--- src/rtl/stream_mux2_rr.sv ---
// stream_mux2_rr
//   Merges two valid/ready input streams (B, C) onto one registered output
//   stream (A). When both inputs offer a word in the same cycle, the grant
//   alternates between them (round robin). Each output word carries a
//   source tag so a downstream 1-to-2 demultiplexer can route it back.
//
// Ports
//   clk, rst              : clock; synchronous active-high reset
//   inB, inB_valid/ready  : input line B (tag 0)
//   inC, inC_valid/ready  : input line C (tag 1)
//   A_out, Select_out     : registered output word and its source tag
//   out_valid, out_ready  : output handshake
//   cntB, cntC            : wrapping counts of words accepted per line
module stream_mux2_rr #(
  parameter int WIDTH = 2,
  parameter int CNT_W = 8
) (
  input  logic             clk,
  input  logic             rst,
  input  logic [WIDTH-1:0] inB,
  input  logic             inB_valid,
  output logic             inB_ready,
  input  logic [WIDTH-1:0] inC,
  input  logic             inC_valid,
  output logic             inC_ready,
  output logic [WIDTH-1:0] A_out,
  output logic             Select_out,
  output logic             out_valid,
  input  logic             out_ready,
  output logic [CNT_W-1:0] cntB,
  output logic [CNT_W-1:0] cntC
);

  logic [WIDTH-1:0] data_p0;
  logic             sel_p0;
  logic             vld_p0;
  logic             last_sel;
  logic [CNT_W-1:0] cnt_b;
  logic [CNT_W-1:0] cnt_c;

  logic             load;
  logic             grant_b;
  logic             grant_c;

  // Plain modulo increment: the counters wrap rather than saturate.
  function automatic logic [CNT_W-1:0] cnt_inc(input logic [CNT_W-1:0] v);
    return v + 1'b1;
  endfunction

  // Input side: arbitration and handshake (combinational)
  always_comb begin
    load      = 1'b0;
    grant_b   = 1'b0;
    grant_c   = 1'b0;
    inB_ready = 1'b0;
    inC_ready = 1'b0;
    // The output register can refill in the same cycle it drains.
    load    = !rst && (!vld_p0 || out_ready);
    // last_sel names the previous winner; on a tie the other line goes.
    grant_b = inB_valid && (!inC_valid || last_sel);
    grant_c = inC_valid && (!inB_valid || !last_sel);
    inB_ready = load && grant_b;
    inC_ready = load && grant_c;
  end

  // Output stage p0: registered word, tag, valid and per-line counters
  always_ff @(posedge clk) begin
    if (rst) begin
      data_p0  <= '0;
      sel_p0   <= 1'b0;
      vld_p0   <= 1'b0;
      last_sel <= 1'b1;
      cnt_b    <= '0;
      cnt_c    <= '0;
    end else if (load) begin
      if (inB_ready) begin
        data_p0  <= inB;
        sel_p0   <= 1'b0;
        vld_p0   <= 1'b1;
        last_sel <= 1'b0;
        cnt_b    <= cnt_inc(cnt_b);
      end else if (inC_ready) begin
        data_p0  <= inC;
        sel_p0   <= 1'b1;
        vld_p0   <= 1'b1;
        last_sel <= 1'b1;
        cnt_c    <= cnt_inc(cnt_c);
      end else begin
        // Nothing offered: empty the register, data/tag become don't-care.
        vld_p0 <= 1'b0;
      end
    end
  end

  assign A_out      = data_p0;
  assign Select_out = sel_p0;
  assign out_valid  = vld_p0;
  assign cntB       = cnt_b;
  assign cntC       = cnt_c;

endmodule
--- config.mk ---
export PLATFORM = sky130hd
export DESIGN_NAME = stream_mux2_rr
export DESIGN_NICKNAME = d
export VERILOG_FILES = /design/src/rtl/stream_mux2_rr.sv
export SDC_FILE = /design/constraint.sdc
export NUM_CORES = 1
export LEC_CHECK = 0
export ABC_AREA = 1
export BUFFER_PORTS_ARGS = -buffer_cell sky130_fd_sc_hd__buf_2
export CELL_PAD_IN_SITES_DETAIL_PLACEMENT = 1
export CELL_PAD_IN_SITES_GLOBAL_PLACEMENT = 1
export CORE_MARGIN = 2
export CORE_UTILIZATION = 32
export CTS_CLUSTER_DIAMETER = 50
export DETAILED_ROUTE_END_ITERATION = 8
export GPL_ROUTABILITY_DRIVEN = 0
export PLACE_DENSITY = 0.78
export SLEW_MARGIN = 20
export SYNTH_ARGS = -nofsm -noshare
export SYNTH_HDL_FRONTEND = slang
export SYNTH_SLANG_ARGS = --single-unit
--- constraint.sdc ---
create_clock -name clk -period 1.04 [get_ports clk]
set_input_delay 0.156 -clock clk [delete_from_list [all_inputs] [get_ports clk]]
set_output_delay 0.156 -clock clk [all_outputs]
set_load 0.05 [all_outputs]
Word level (Yosys, flattened, before mapping) --
Cells that the tools add are included.
Storage, ports and cells: output and inout bits 22, word-level logic and storage cells 32, register bits after elaboration 21, bits of input ports 9
Cells by class: reduce and logical (&&, ||, !) cells 17, muxes and demuxes 6, add/subtract/negate cells 2, bitwise logic cells 1
Operator list (count):
- 8-bit by 1-bit adder with 8-bit output, second input constant | 2
- 1-bit logical AND | 5
- 1-bit logical NOT | 5
- 1-bit 2-to-1 mux | 4
- 2-bit 2-to-1 mux | 2
- 2-bit AND reduction | 2
- 1-bit logical OR | 3
- 3-bit AND reduction | 1
- 2-bit nonzero test | 1
- 1-bit NOT | 1

Longest topological paths before layout --
Gate-level depths: netlist of the first run.
word-level depth 6, gate-level depth with buffers 8, gate-level depth less buffers 8

Worst setup path after synthesis of the first run --
Ideal clock, no wire load.
path kind reg2reg, start reg cnt_c[0], in the netlist cntC[0], end reg cnt_c[6], in the netlist cntC[6], setup time 114 ps, stages on the path, launching flop included 9, period minus slack after synthesis 1595 ps, data required time 926 ps, data arrival time 1481 ps, buffers on the path 0, setup slack -555 ps, path through dfxtp_1 > ha_1 > nand2_1 > nor2_1 > nand2_1 > nor2_1 > nand2_1 > nand2_1 > nor2_1
On the way: cells in the longest elaborated chain, start to end 1
RTL lines:
- start, declared | line 39 | logic [CNT_W-1:0] cnt_c;
- start signal, assigned | line 87 | cnt_c <= cnt_inc(cnt_c);
- 8-bit by 1-bit adder with 8-bit output | line 47 | return v + 1'b1;
No other way between the ends. A chain may end at the register's enable or synchronous reset.

Worst setup path in the final report of the first run --
start reg last_sel, end reg cnt_b[6], in the netlist cntB[6]
On the way: cells in the longest elaborated chain, start to end 4
RTL lines:
- start, declared | line 37 | logic last_sel;
- start signal, assigned | line 72 | last_sel <= 1'b1;
- start signal, assigned | line 80 | last_sel <= 1'b0;
- start signal, assigned | line 86 | last_sel <= 1'b1;
- 1-bit logical OR | line 60 | grant_b = inB_valid && (!inC_valid || last_sel);
- 1-bit logical AND | line 60
- 1-bit logical AND | line 62 | inB_ready = load && grant_b;
- 2-bit AND reduction (no line)
- end signal, assigned | line 81 | cnt_b <= cnt_inc(cnt_b);
- end, declared | line 38 | logic [CNT_W-1:0] cnt_b;
No other way between the ends.

==> impl_results.md, run 1 <==
* Syn nets at 162
* Max cap viols at 0
* Die width at 62.4 um
* CP Class: flop to flop
* Via count at 1279
* Adder-Cell Fraction of Synth Area at 0.0229
* Crit path DAT at 1.56 ns
* Iter 0 DRT Violations at 38
* Fin nets at 234
* Total GRT Usage at 0.207
* Worst setup path start: last_sel
* Share of cells above drive strength 1 at 0.658
* CTS Hold Buffers Added at 0
* Post-synthesis sequential area ratio at 0.385
* Global-route wire length before repair at 6.27 mm
* RSZ-0062 raised after global routing: true
* Clk pwr share at 0.215
* N_diodes at 0
* CP Launch Type: flop
* Final Setup Violations at 30
* Clock slew at reported path FFs at 0.13 ns
* Layout Skew at 0.0174 ns
* Initial Util at 0.330
* Synth warn at 0
* NetSw at 0.631 mW
* Die area at 0.00389 mm^2
* Gate Count Post-Synth at 151
* CP Data Required Time at 1.26 ns
* Number of global-route vias before repair at 1372
* Pre-CTS WS at -0.185 ns
* DRC at 0
* FF+latch count, synth at 21
* Synth Area in XOR/XNOR at 0.0161
* CTS Root Cell: clkbuf_4
* Largest net degree at the start of global routing at 14
* Post-synthesis mux area share at 0
* Cell row count at 21
* Num Clock Sinks at 21
* Top Ports at 31
* Drt via density at 4.77
* Power Density at 877 mW/mm^2
* Tcrit/Tclk final at 1.29
* Comb pwr share at 0.335
* Combinational family with the most area after synthesis: simple AND/OR/NAND/NOR gates
* Min Clock Period, post-route at 1.34 ns
* Leak at 0.936 nW
* Post-synth cell types at 26
* Reg2Reg Launch Point: last_sel
* Final core area utilization at 0.650
* Setup WS post-layout at -0.302 ns
* Die Ht at 62.4 um
* Internal power at 1.26 mW
* Worst slew pin tran at 0.351 ns
* Status: complete, but fails checks
* Share of power burned in registers at 0.451
* Fmax at 0.745 GHz
* Wire per inst at 16.9 um
* Peak supply drop at 504 uV
* Max-slew violations at 0
* Drt total wl at 4.54 mm
* Htree depth at 1
* Mapped Area at 0.00109 mm^2
* Hpwl dp at 2.55 mm
* Layout area overhead at 97.4%
* GR Overflow Total at 0
* CTS tree: done
* CP Max Fanout at 6
* Net Sw Frac at 0.334
* Min-Delay Startpoint: inB[0]
* Area of the core at 0.00331 mm^2
* I/O Buffers at 30
* Worst-Skew Late Latency at 0.31 ns
* TritonCTS buffer count at 3
* Initial antenna violation count at 0
* Max Root-Sink Buffers at 2
* First-pass iteration count of the detailed router at 4
* Final hold vios at 0
* Synthesized area per cell at 7.23 um^2
* Simple logic cell fraction of the synthesized area at 0.380
* Slew headroom at 0.763
* Failing checks: setup timing
* Synth Area in Compound Gates at 0.0894
* Hold Path Class: input pin to flop
* Final ANT Viol Nets at 0
* CP endpoint kind: flop
==> state kept, by name, summed over array words and instances, names as in the netlist <==
register and cells:
cntB 8, cntC 8, A_out 2, Select_out 1, last_sel 1, out_valid 1
==> area by class of cell <==
type	instances	area (um^2)
fill	391	1160
multi-input combinational	108	778
clock buffer	4	26.3
sequential	21	477
tap	46	57.6
inverter	18	75.1
timing repair buffer	71	739
==> cell usage after synthesis <==
cell type,instances,area share
nor2_4,1,0.010
buf_6,2,0.021
inv_8,1,0.010
nand4_1,4,0.023
o21ai_0,5,0.023
ha_1,2,0.023
nor3_1,1,0.0046
clkbuf_1,1,0.0034
dfxtp_1,21,0.39
nand2_2,2,0.011
nand3_1,10,0.046
nor2_2,1,0.0057
nor2_1,20,0.069
o211ai_1,1,0.0069
nor2_8,1,0.018
a21oi_2,2,0.016
nand2_4,1,0.010
xor2_1,2,0.016
nand2_8,1,0.018
nor3_2,1,0.0092
buf_8,1,0.014
nand2_1,43,0.15
o21a_1,1,0.0069
and2_1,1,0.0057
a21oi_1,8,0.037
inv_1,17,0.058
==> worst paths after layout <==
check / endpoint / slack (ns) / cells past startpoint
worst min register to register: cntC[2] / 0.53 / 2
worst max-delay path: cntB[6] / -0.30 / 10
worst min-delay path: A_out[0] / 0.17 / 5
worst max register to register: cntB[6] / -0.30 / 10
==> worst max-delay path: stages, from the launching register on <==
cell and delay, ns:
dfxtp_2 0.37, inv_2 0.04, nand2_2 0.06, nand2_4 0.06, nor2_8 0.14, buf_6 0.15
buf_12 0.13, nand3_4 0.07, nand2_2 0.07, inv_1 0.05, nor2_1 0.13
==> cells by family (layout without fill, tap and decap cells) <==
group           Yosys count  after routing
xor+xnor                  2              2
fa+ha+maj                 2              2
flops                    21             21
compound gates           17             17
buf+inv                  22             93
simple gates             87             87
==> power groups by stage <==
stage | Combinational (mW) | Clock (mW) | Sequential, mW
after floorplan | 0.185 | 0 | 0.970
after CTS | 0.558 | 0.415 | 0.857
after global routing | 0.666 | 0.453 | 0.855
final | 0.632 | 0.405 | 0.851
after detailed placement | 0.404 | 0 | 0.876
after global placement | 0.390 | 0 | 0.873
==> metrics by stage <==
step / area (um^2) / instances / total power, mW / setup TNS, ns / hold WS [ns]
final: 2150 / 268 / 1.89 / -5.08 / 0.167
after global routing: 2150 / 268 / 1.97 / -6.57 / 0.194
after CTS: 1970 / 261 / 1.83 / -4.38 / 0.163
after detailed placement: 1520 / 243 / 1.28 / -1.91 / 0.479
after global placement: 1520 / 243 / 1.26 / -0.863 / 0.453
after floorplan: 1200 / 151 / 1.16 / -1.47 / 0.359
==> timing repair <==
action,CTS,global route
gates resized for setup,91,38
setup buffers,13,8
pin swaps,17,15
endpoints found under the setup margin,43,41
gates cloned,1,0
==> cells in the final DEF (no fill, tap or decap), types with 2 or more instances in the layout <==
cell type / synthesis / layout
clkbuf_4: 0 / 3
nor2_2: 1 / 4
buf_12: 0 / 4
a21oi_2: 2 / 5
nand2_1: 43 / 23
nor2_4: 1 / 4
buf_6: 2 / 23
buf_4: 0 / 24
nand2_2: 2 / 18
inv_1: 17 / 16
nand3_2: 0 / 2
nand4_1: 4 / 4
o21ai_0: 5 / 3
a21oi_1: 8 / 4
nor2_1: 20 / 14
nand3_4: 0 / 4
dfxtp_1: 21 / 2
nand2_4: 1 / 5
dfxtp_2: 0 / 6
xor2_1: 2 / 2
buf_8: 1 / 12
ha_4: 0 / 2
o21ai_2: 0 / 2
dfxtp_4: 0 / 13
buf_2: 0 / 8
nand3_1: 10 / 4
==> layer usage <==
layer / part of all wire / GRT usage
met5: 0 / 0
met4: 0.012 / 0.0694
met3: 0.020 / 0.0306
met2: 0.60 / 0.425
met1: 0.37 / 0.208
Note: power is estimated with default switching activity, not from simulation.
==> inputs of run 2 (changes only) <==
--- a/config.mk
+++ b/config.mk
@@ -10,11 +10,11 @@
 export CELL_PAD_IN_SITES_DETAIL_PLACEMENT = 1
 export CELL_PAD_IN_SITES_GLOBAL_PLACEMENT = 1
 export CORE_MARGIN = 2
-export CORE_UTILIZATION = 32
+export CORE_UTILIZATION = 35
 export CTS_CLUSTER_DIAMETER = 50
 export DETAILED_ROUTE_END_ITERATION = 8
 export GPL_ROUTABILITY_DRIVEN = 0
-export PLACE_DENSITY = 0.78
+export PLACE_DENSITY = 0.81
 export SLEW_MARGIN = 20
 export SYNTH_ARGS = -nofsm -noshare
 export SYNTH_HDL_FRONTEND = slang
==> constraint.sdc (replaced) <==
create_clock -name clk -period 1.7 [get_ports clk]
set_input_delay 0.255 -clock clk [delete_from_list [all_inputs] [get_ports clk]]
set_output_delay 0.255 -clock clk [all_outputs]
set_load 0.05 [all_outputs]
==> run 2 against run 1 <==
Effect of this change:
- the flow now finishes without violations
- non-clock buffer count down 38
- sequential power down 38%
- die area down 8.0%
- clock-buffer cell count down 1
- largest power group unchanged
- highest routed layer unchanged
==> impl_results.md, run 2 (same netlist as run 1, synthesis figures left out) <==
* Status: completed
* Crit path DAT at 1.28 ns (-0.28 ns)
* Comb pwr share at 0.211 (-0.124)
* Worst-Skew Late Latency at 0.31 ns (about the same)
* Drt total wl at 2.70 mm (-41%)
* Worst Hold Depth at 5 (unchanged)
* Via count at 1057 (-17%)
* N_diodes at 0 (unchanged)
* Reg-to-reg endpoint: A_out[1]
* Sequential cell area at 420 um^2 (-12%)
* Die area at 0.00358 mm^2 (-8.0%)
* Wire per inst at 12.4 um (-27%)
* Cell repeated most along the worst path: nand2_1
* Layout area overhead at 18.6%
* Final hold vios at 0 (unchanged)
* Placed cells at 212 (-13%)
* Drt via density at 4.87 (+2.1%)
* Layout Skew at 0.00276 ns (-0.0146 ns)
* Number of global-route vias before repair at 1109 (-19%)
* Max Root-Sink Buffers at 2 (unchanged)
* First-pass iteration count of the detailed router at 2 (-2)
* Worst path depth at 4 (-6)
* Die Ht at 59.8 um (-4.1%)
* Power Density at 755 mW/mm^2 (-14%)
* Min Clock Period, post-route at 1.53 ns
* Leak at 0.644 nW (-31%)
* I/O Buffers at 30 (unchanged)
* CP delay by family, top: simple AND/OR/NAND/NOR gates
* Setup WS post-layout at 0.166 ns (+0.468 ns)
* TritonCTS buffer count at 3 (unchanged)
* Reg2Reg Launch Point: last_sel
* CP Launch Type: flop
* Largest net degree at the start of global routing at 18 (+4)
* Slew headroom at 0.796 (+0.0331)
* Clock slew at reported path FFs at 0.12 ns (about the same)
* CP endpoint kind: primary output
* Global-route wire length before repair at 4.82 mm (-23%)
* CP Max Fanout at 3 (-3)
* Max-slew violations at 0 (unchanged)
* Slowest stage cell, crit path: dfxtp_1
* Commonest non-fill, non-tap cell in the layout: nand2_1
* Worst setup path start: last_sel
* Pre-CTS WS at 0.263 ns (+0.448 ns)
* Max cap viols at 0 (unchanged)
* DRC at 0 (unchanged)
* Total GRT Usage at 0.178 (-0.0285)
* Initial Util at 0.363 (+0.0338)
* Worst slew pin tran at 0.304 ns (-0.0471 ns)
* NetSw at 0.321 mW (-49%)
* Num Clock Sinks at 21 (unchanged)
* Final ANT Viol Nets at 0 (unchanged)
* Crit path buf inv count at 1 (-3)
* Layout Cells excl Fill at 217 (-19%)
* CTS Root Cell: clkbuf_4
* Layout fillers at 400 (+2.3%)
* Top Ports at 31 (unchanged)
* Commonest cells after routing, fill and taps aside: 43 x nand2_1, 29 x buf_2, 21 x dfxtp_1
* Hold Path Class: input pin to flop
* CP Data Required Time at 1.44 ns (+0.18 ns)
* Internal reg-to-reg setup slack at 0.34 ns (+0.64 ns)
* Multi-input logic area at 554 um^2 (-29%)
* Final setup TNS at 0 ns (+5.08 ns)
* Net Sw Frac at 0.329 (-0.00530)
* CP Class: flop to primary output
* Internal power at 0.655 mW (-48%)
* Initial antenna violation count at 0 (unchanged)
* Clk pwr share at 0.251 (+0.036)
* Area of the core at 0.00300 mm^2 (-9.3%)
* Fin nets at 196 (-16%)
* Crit path cell chain: nand2_1 -> nand2_1 -> nor2_4 -> buf_2
* Fmax at 0.652 GHz
* Share of cells above drive strength 1 at 0.261 (-0.397)
* Final Setup Violations at 0 (-100%)
* Hpwl dp at 2.09 mm (-18%)
* Htree depth at 1 (unchanged)
* CP endpoint: inC_ready
* RSZ-0062 raised after global routing: false
* Cell row count at 20 (-4.8%)
* GR Overflow Total at 0 (unchanged)
* Die width at 59.8 um (-4.1%)
* Iter 0 DRT Violations at 15 (-61%)
* Worst Reg-to-Reg Cells at 9 (-1)
* Share of power burned in registers at 0.538 (+0.087)
* CTS tree: done
* Slowest stage delay, CP at 0.34 ns (-0.03 ns)
* Tcrit/Tclk final at 0.902
* Peak supply drop at 455 uV (-9.7%)
==> run 2: cell count changes in the layout (fill, tap and decap cells not counted), moves of 13 or more <==
cell,previous run,this run
buf_6,23,0
buf_2,8,29
buf_4,24,4
nand2_1,23,43
dfxtp_1,2,21
nand2_2,18,2
dfxtp_4,13,0
==> run 2: metal layers <==
| layer | track usage | vias up | wire length (um) | part of all wire |
|---|---|---|---|---|
| met4 | 0.0381 | 0 | 22 | 0.0082 |
| met1 | 0.200 | 486 | 1170 | 0.43 |
| li1 | - | 544 | - | - |
| met2 | 0.329 | 22 | 1390 | 0.51 |
| met3 | 0.0519 | 5 | 120 | 0.045 |
| met5 | 0 | - | 0 | 0 |
==> run 2: power by group through the flow <==
stage / combinational (mW) / clock, mW / sequential [mW]
floorplan: 0.103 / 0 / 0.593
global placement: 0.198 / 0 / 0.536
detailed placement: 0.205 / 0 / 0.538
CTS: 0.209 / 0.262 / 0.526
global route: 0.226 / 0.288 / 0.529
finish: 0.206 / 0.245 / 0.526
==> run 2: final cells by class <==
cell class | count | share of cell area
well taps | 33 | 0.0319
inverters | 18 | 0.0580
flip-flops and latches | 21 | 0.325
clock buffers | 3 | 0.0174
repair buffers | 33 | 0.135
multi-input cells | 108 | 0.428
clock inverters | 1 | 0.00387
==> run 2: worst reg2reg max path, cell delays in order, from the launching register on <==
cell and delay (ns):
dfxtp_1 0.34, inv_1 0.08, nand2_1 0.06, nand2_1 0.15
nor2_8 0.06, buf_4 0.20, nor2_2 0.19, nand2_1 0.08
nand2_1 0.07, nor2_1 0.04
==> run 2: repair_timing <==
action / CTS / global route
resized for setup: 1 / 0
buffers inserted: 1 / 0
hold buffers: 0 / 0
setup endpoints to repair: 1 / 0
==> run 2: how the worst min path moves through the flow <==
stage,slack [ns],endpoint,from
CTS,0.24,A_out[0],inC[0]
detailed placement,0.50,Select_out,Select_out
finish,0.26,A_out[0],inC[0]
floorplan,0.46,A_out[0],inC[0]
global placement,0.48,Select_out,Select_out
global route,0.28,out_valid,out_ready
==> run 2: per-stage QoR <==
step                hold WS (ns)   util  total power [mW]  area [um^2]
floorplan                  0.459      -             0.696         1090
global placement           0.484  0.418             0.734         1260
detailed placement         0.502  0.418             0.742         1260
CTS                        0.240  0.431             0.997         1290
global route               0.279  0.431              1.04         1290
finish                     0.257  0.431             0.976         1290
==> inputs of run 3 (changes only) <==
--- a/config.mk
+++ b/config.mk
@@ -15,6 +15,7 @@
 export DETAILED_ROUTE_END_ITERATION = 8
 export GPL_ROUTABILITY_DRIVEN = 0
 export PLACE_DENSITY = 0.81
+export SETUP_SLACK_MARGIN = 0.4
 export SLEW_MARGIN = 20
 export SYNTH_ARGS = -nofsm -noshare
 export SYNTH_HDL_FRONTEND = slang
==> run 3 against run 2 <==
Effect of this change:
- critical path type unchanged
- register-to-register slack better by 0.09 ns
- combinational power up 14%
- clock skew up 0.0045 ns
- clock power up 4%
- routed wire length up 9.2%
- clock-buffer cell count unchanged
==> impl_results.md, run 3 (same netlist as run 1, synthesis figures left out) <==
* Status: completed
* Num Clock Sinks at 21 (unchanged)
* Worst-Skew Late Latency at 0.31 ns (about the same)
* CTS tree: done
* Slew headroom at 0.791 (-0.00503)
* Power Density at 714 mW/mm^2 (-5.4%)
* Max cap viols at 0 (unchanged)
* RSZ-0062 raised after global routing: true
* Min Clock Period, post-route at 1.37 ns (-0.163 ns)
* CP Max Fanout at 3 (unchanged)
* Top Ports at 31 (unchanged)
* Max Root-Sink Buffers at 2 (unchanged)
* Final hold vios at 0 (unchanged)
* Final ANT Viol Nets at 0 (unchanged)
* Tcrit/Tclk final at 0.806 (-0.0958)
* Hold Path Class: input pin to flop
* CTS Root Cell: clkbuf_4
* Min-Delay Startpoint: inC[0]
* CP endpoint kind: primary output
* Die Ht at 59.8 um (unchanged)
* Crit path buf inv count at 1 (unchanged)
* Max-slew violations at 0 (unchanged)
* Initial Util at 0.363 (unchanged)
* Die width at 59.8 um (unchanged)
* Area of the core at 0.00300 mm^2 (unchanged)
* First-pass iteration count of the detailed router at 4 (+2)
* Leak at 0.680 nW (+5.6%)
* GR Overflow Total at 0 (unchanged)
* CP delay by family, top: flip-flops
* Wire per inst at 13.2 um (+6.3%)
* Reg2Reg Launch Point: last_sel
* Slowest stage delay, CP at 0.35 ns (about the same)
* Htree depth at 1 (unchanged)
* Iter 0 DRT Violations at 30 (+15)
* Initial antenna violation count at 0 (unchanged)
* Total power at 1.02 mW (+4.2%)
* Fmax at 0.729 GHz (+12%)
* Worst Reg-to-Reg Cells at 9 (unchanged)
* Drt via density at 4.94 (+1.4%)
* Largest net degree at the start of global routing at 18 (unchanged)
* Die area at 0.00358 mm^2 (unchanged)
* DRC at 0 (unchanged)
* Final Setup Violations at 0 (unchanged)
* Hold Worst Slack at 0.258 ns (+0.00185 ns)
* Internal reg-to-reg setup slack at 0.43 ns (+0.09 ns)
* Peak supply drop at 267 uV (-41%)
* CP Data Required Time at 1.44 ns (about the same)
* Final setup TNS at 0 ns (unchanged)
* TritonCTS buffer count at 3 (unchanged)
* I/O Buffers at 30 (unchanged)
* Layout area overhead at 30.6%
* Sequential cell area at 442 um^2 (+5.1%)
* Worst slew pin tran at 0.312 ns (+0.00752 ns)
* Share of cells above drive strength 1 at 0.384 (+0.123)
* Cell row count at 20 (unchanged)
* Global-route wire length before repair at 4.86 mm (+1.0%)
* Clock slew at reported path FFs at 0.12 ns (about the same)
* Worst Hold Path EP: A_out[0]
* Reg-to-reg endpoint: cntC[7]
* CTS Hold Buffers Added at 0 (unchanged)
* Crit path DAT at 1.12 ns (-0.16 ns)
* Crit path cell chain: nand2_2 -> nand2_2 -> nor2_4 -> buf_8
* Drt total wl at 2.94 mm (+9.2%)
* Commonest non-fill, non-tap cell in the layout: nand2_1
* Fin nets at 202 (+3.1%)
* Commonest cells after routing, fill and taps aside: 39 x nand2_1, 24 x buf_2, 17 x nor2_1
* Multi-input logic area at 582 um^2 (+5.0%)
* Number of global-route vias before repair at 1080 (-2.6%)
* Hpwl dp at 2.13 mm (+1.6%)
* Total GRT Usage at 0.178 (about the same)
* Cell repeated most along the worst path: nand2_2
* CP Class: flop to primary output
* Layout fillers at 390 (-2.5%)
* Via count at 1101 (+4.2%)
* Worst Hold Depth at 5 (unchanged)
* N_diodes at 0 (unchanged)
* CP Launch Type: flop
* Layout Skew at 0.00727 ns (+0.00450 ns)
* Slowest stage cell, crit path: dfxtp_2
run 3: worst register-to-register path, cell delays in order, from the launching register on:
cell and delay, ns:
dfxtp_2 0.35, nand2_2 0.08, nand2_2 0.07, nor2_4 0.15, buf_4 0.16, buf_8 0.13, nand3_1 0.07, nand2_1 0.07
nand2_1 0.05, nor2_1 0.08
run 3: how the worst max path moves through the flow:
stage	startpoint	endpoint	slack, ns	cells past startpoint
floorplan	cntC[0]	cntC[6]	0.32	8
global placement	rst	inB_ready	0.29	5
detailed placement	rst	inB_ready	0.27	5
CTS	out_valid	inC_ready	0.30	4
global route	last_sel	inC_ready	0.28	4
finish	last_sel	inC_ready	0.33	4
run 3: report_power, final:
| group | total (mW) | internal (mW) | switching [mW] | leakage [nW] |
|---|---|---|---|---|
| Clock | 0.255 | 0.0896 | 0.165 | 0.0139 |
| Combinational | 0.235 | 0.0765 | 0.159 | 0.490 |
| Sequential | 0.527 | 0.512 | 0.0156 | 0.176 |
| Total | 1.02 | 0.678 | 0.340 | 0.680 |
run 3: per-layer routing:
layer / vias to the layer above / track usage / routed length, um
met5: - / 0 / 0
met4: 0 / 0.0476 / 17
met3: 2 / 0.0195 / 77
met2: 22 / 0.320 / 1580
met1: 520 / 0.224 / 1270
li1: 557 / - / -
run 3: repair_timing:
| item | CTS | global route |
|---|---|---|
| pin swaps | 4 | 2 |
| endpoints found under the hold margin | 0 | 0 |
| buffers inserted | 4 | 3 |
| resized for setup | 12 | 14 |
| setup endpoints to repair | 4 | 18 |
| cloned | 0 | 0 |
run 3: final cells by class:
type | instances | area share
clock buffer | 3 | 0.0158
clock inverter | 1 | 0.00527
inverter | 18 | 0.0527
multi-input combinational | 108 | 0.408
sequential | 21 | 0.310
tap | 33 | 0.0290
timing repair buffer | 39 | 0.179
run 3: per-stage QoR:
step	cells	utilization	instance area [um^2]	setup slack, ns
after detailed placement	212	0.424	1270	0.270
after global placement	212	0.424	1270	0.289
after CTS	220	0.454	1360	0.303
final	223	0.475	1430	0.329
after global routing	223	0.475	1430	0.277
after floorplan	151	-	1110	0.323
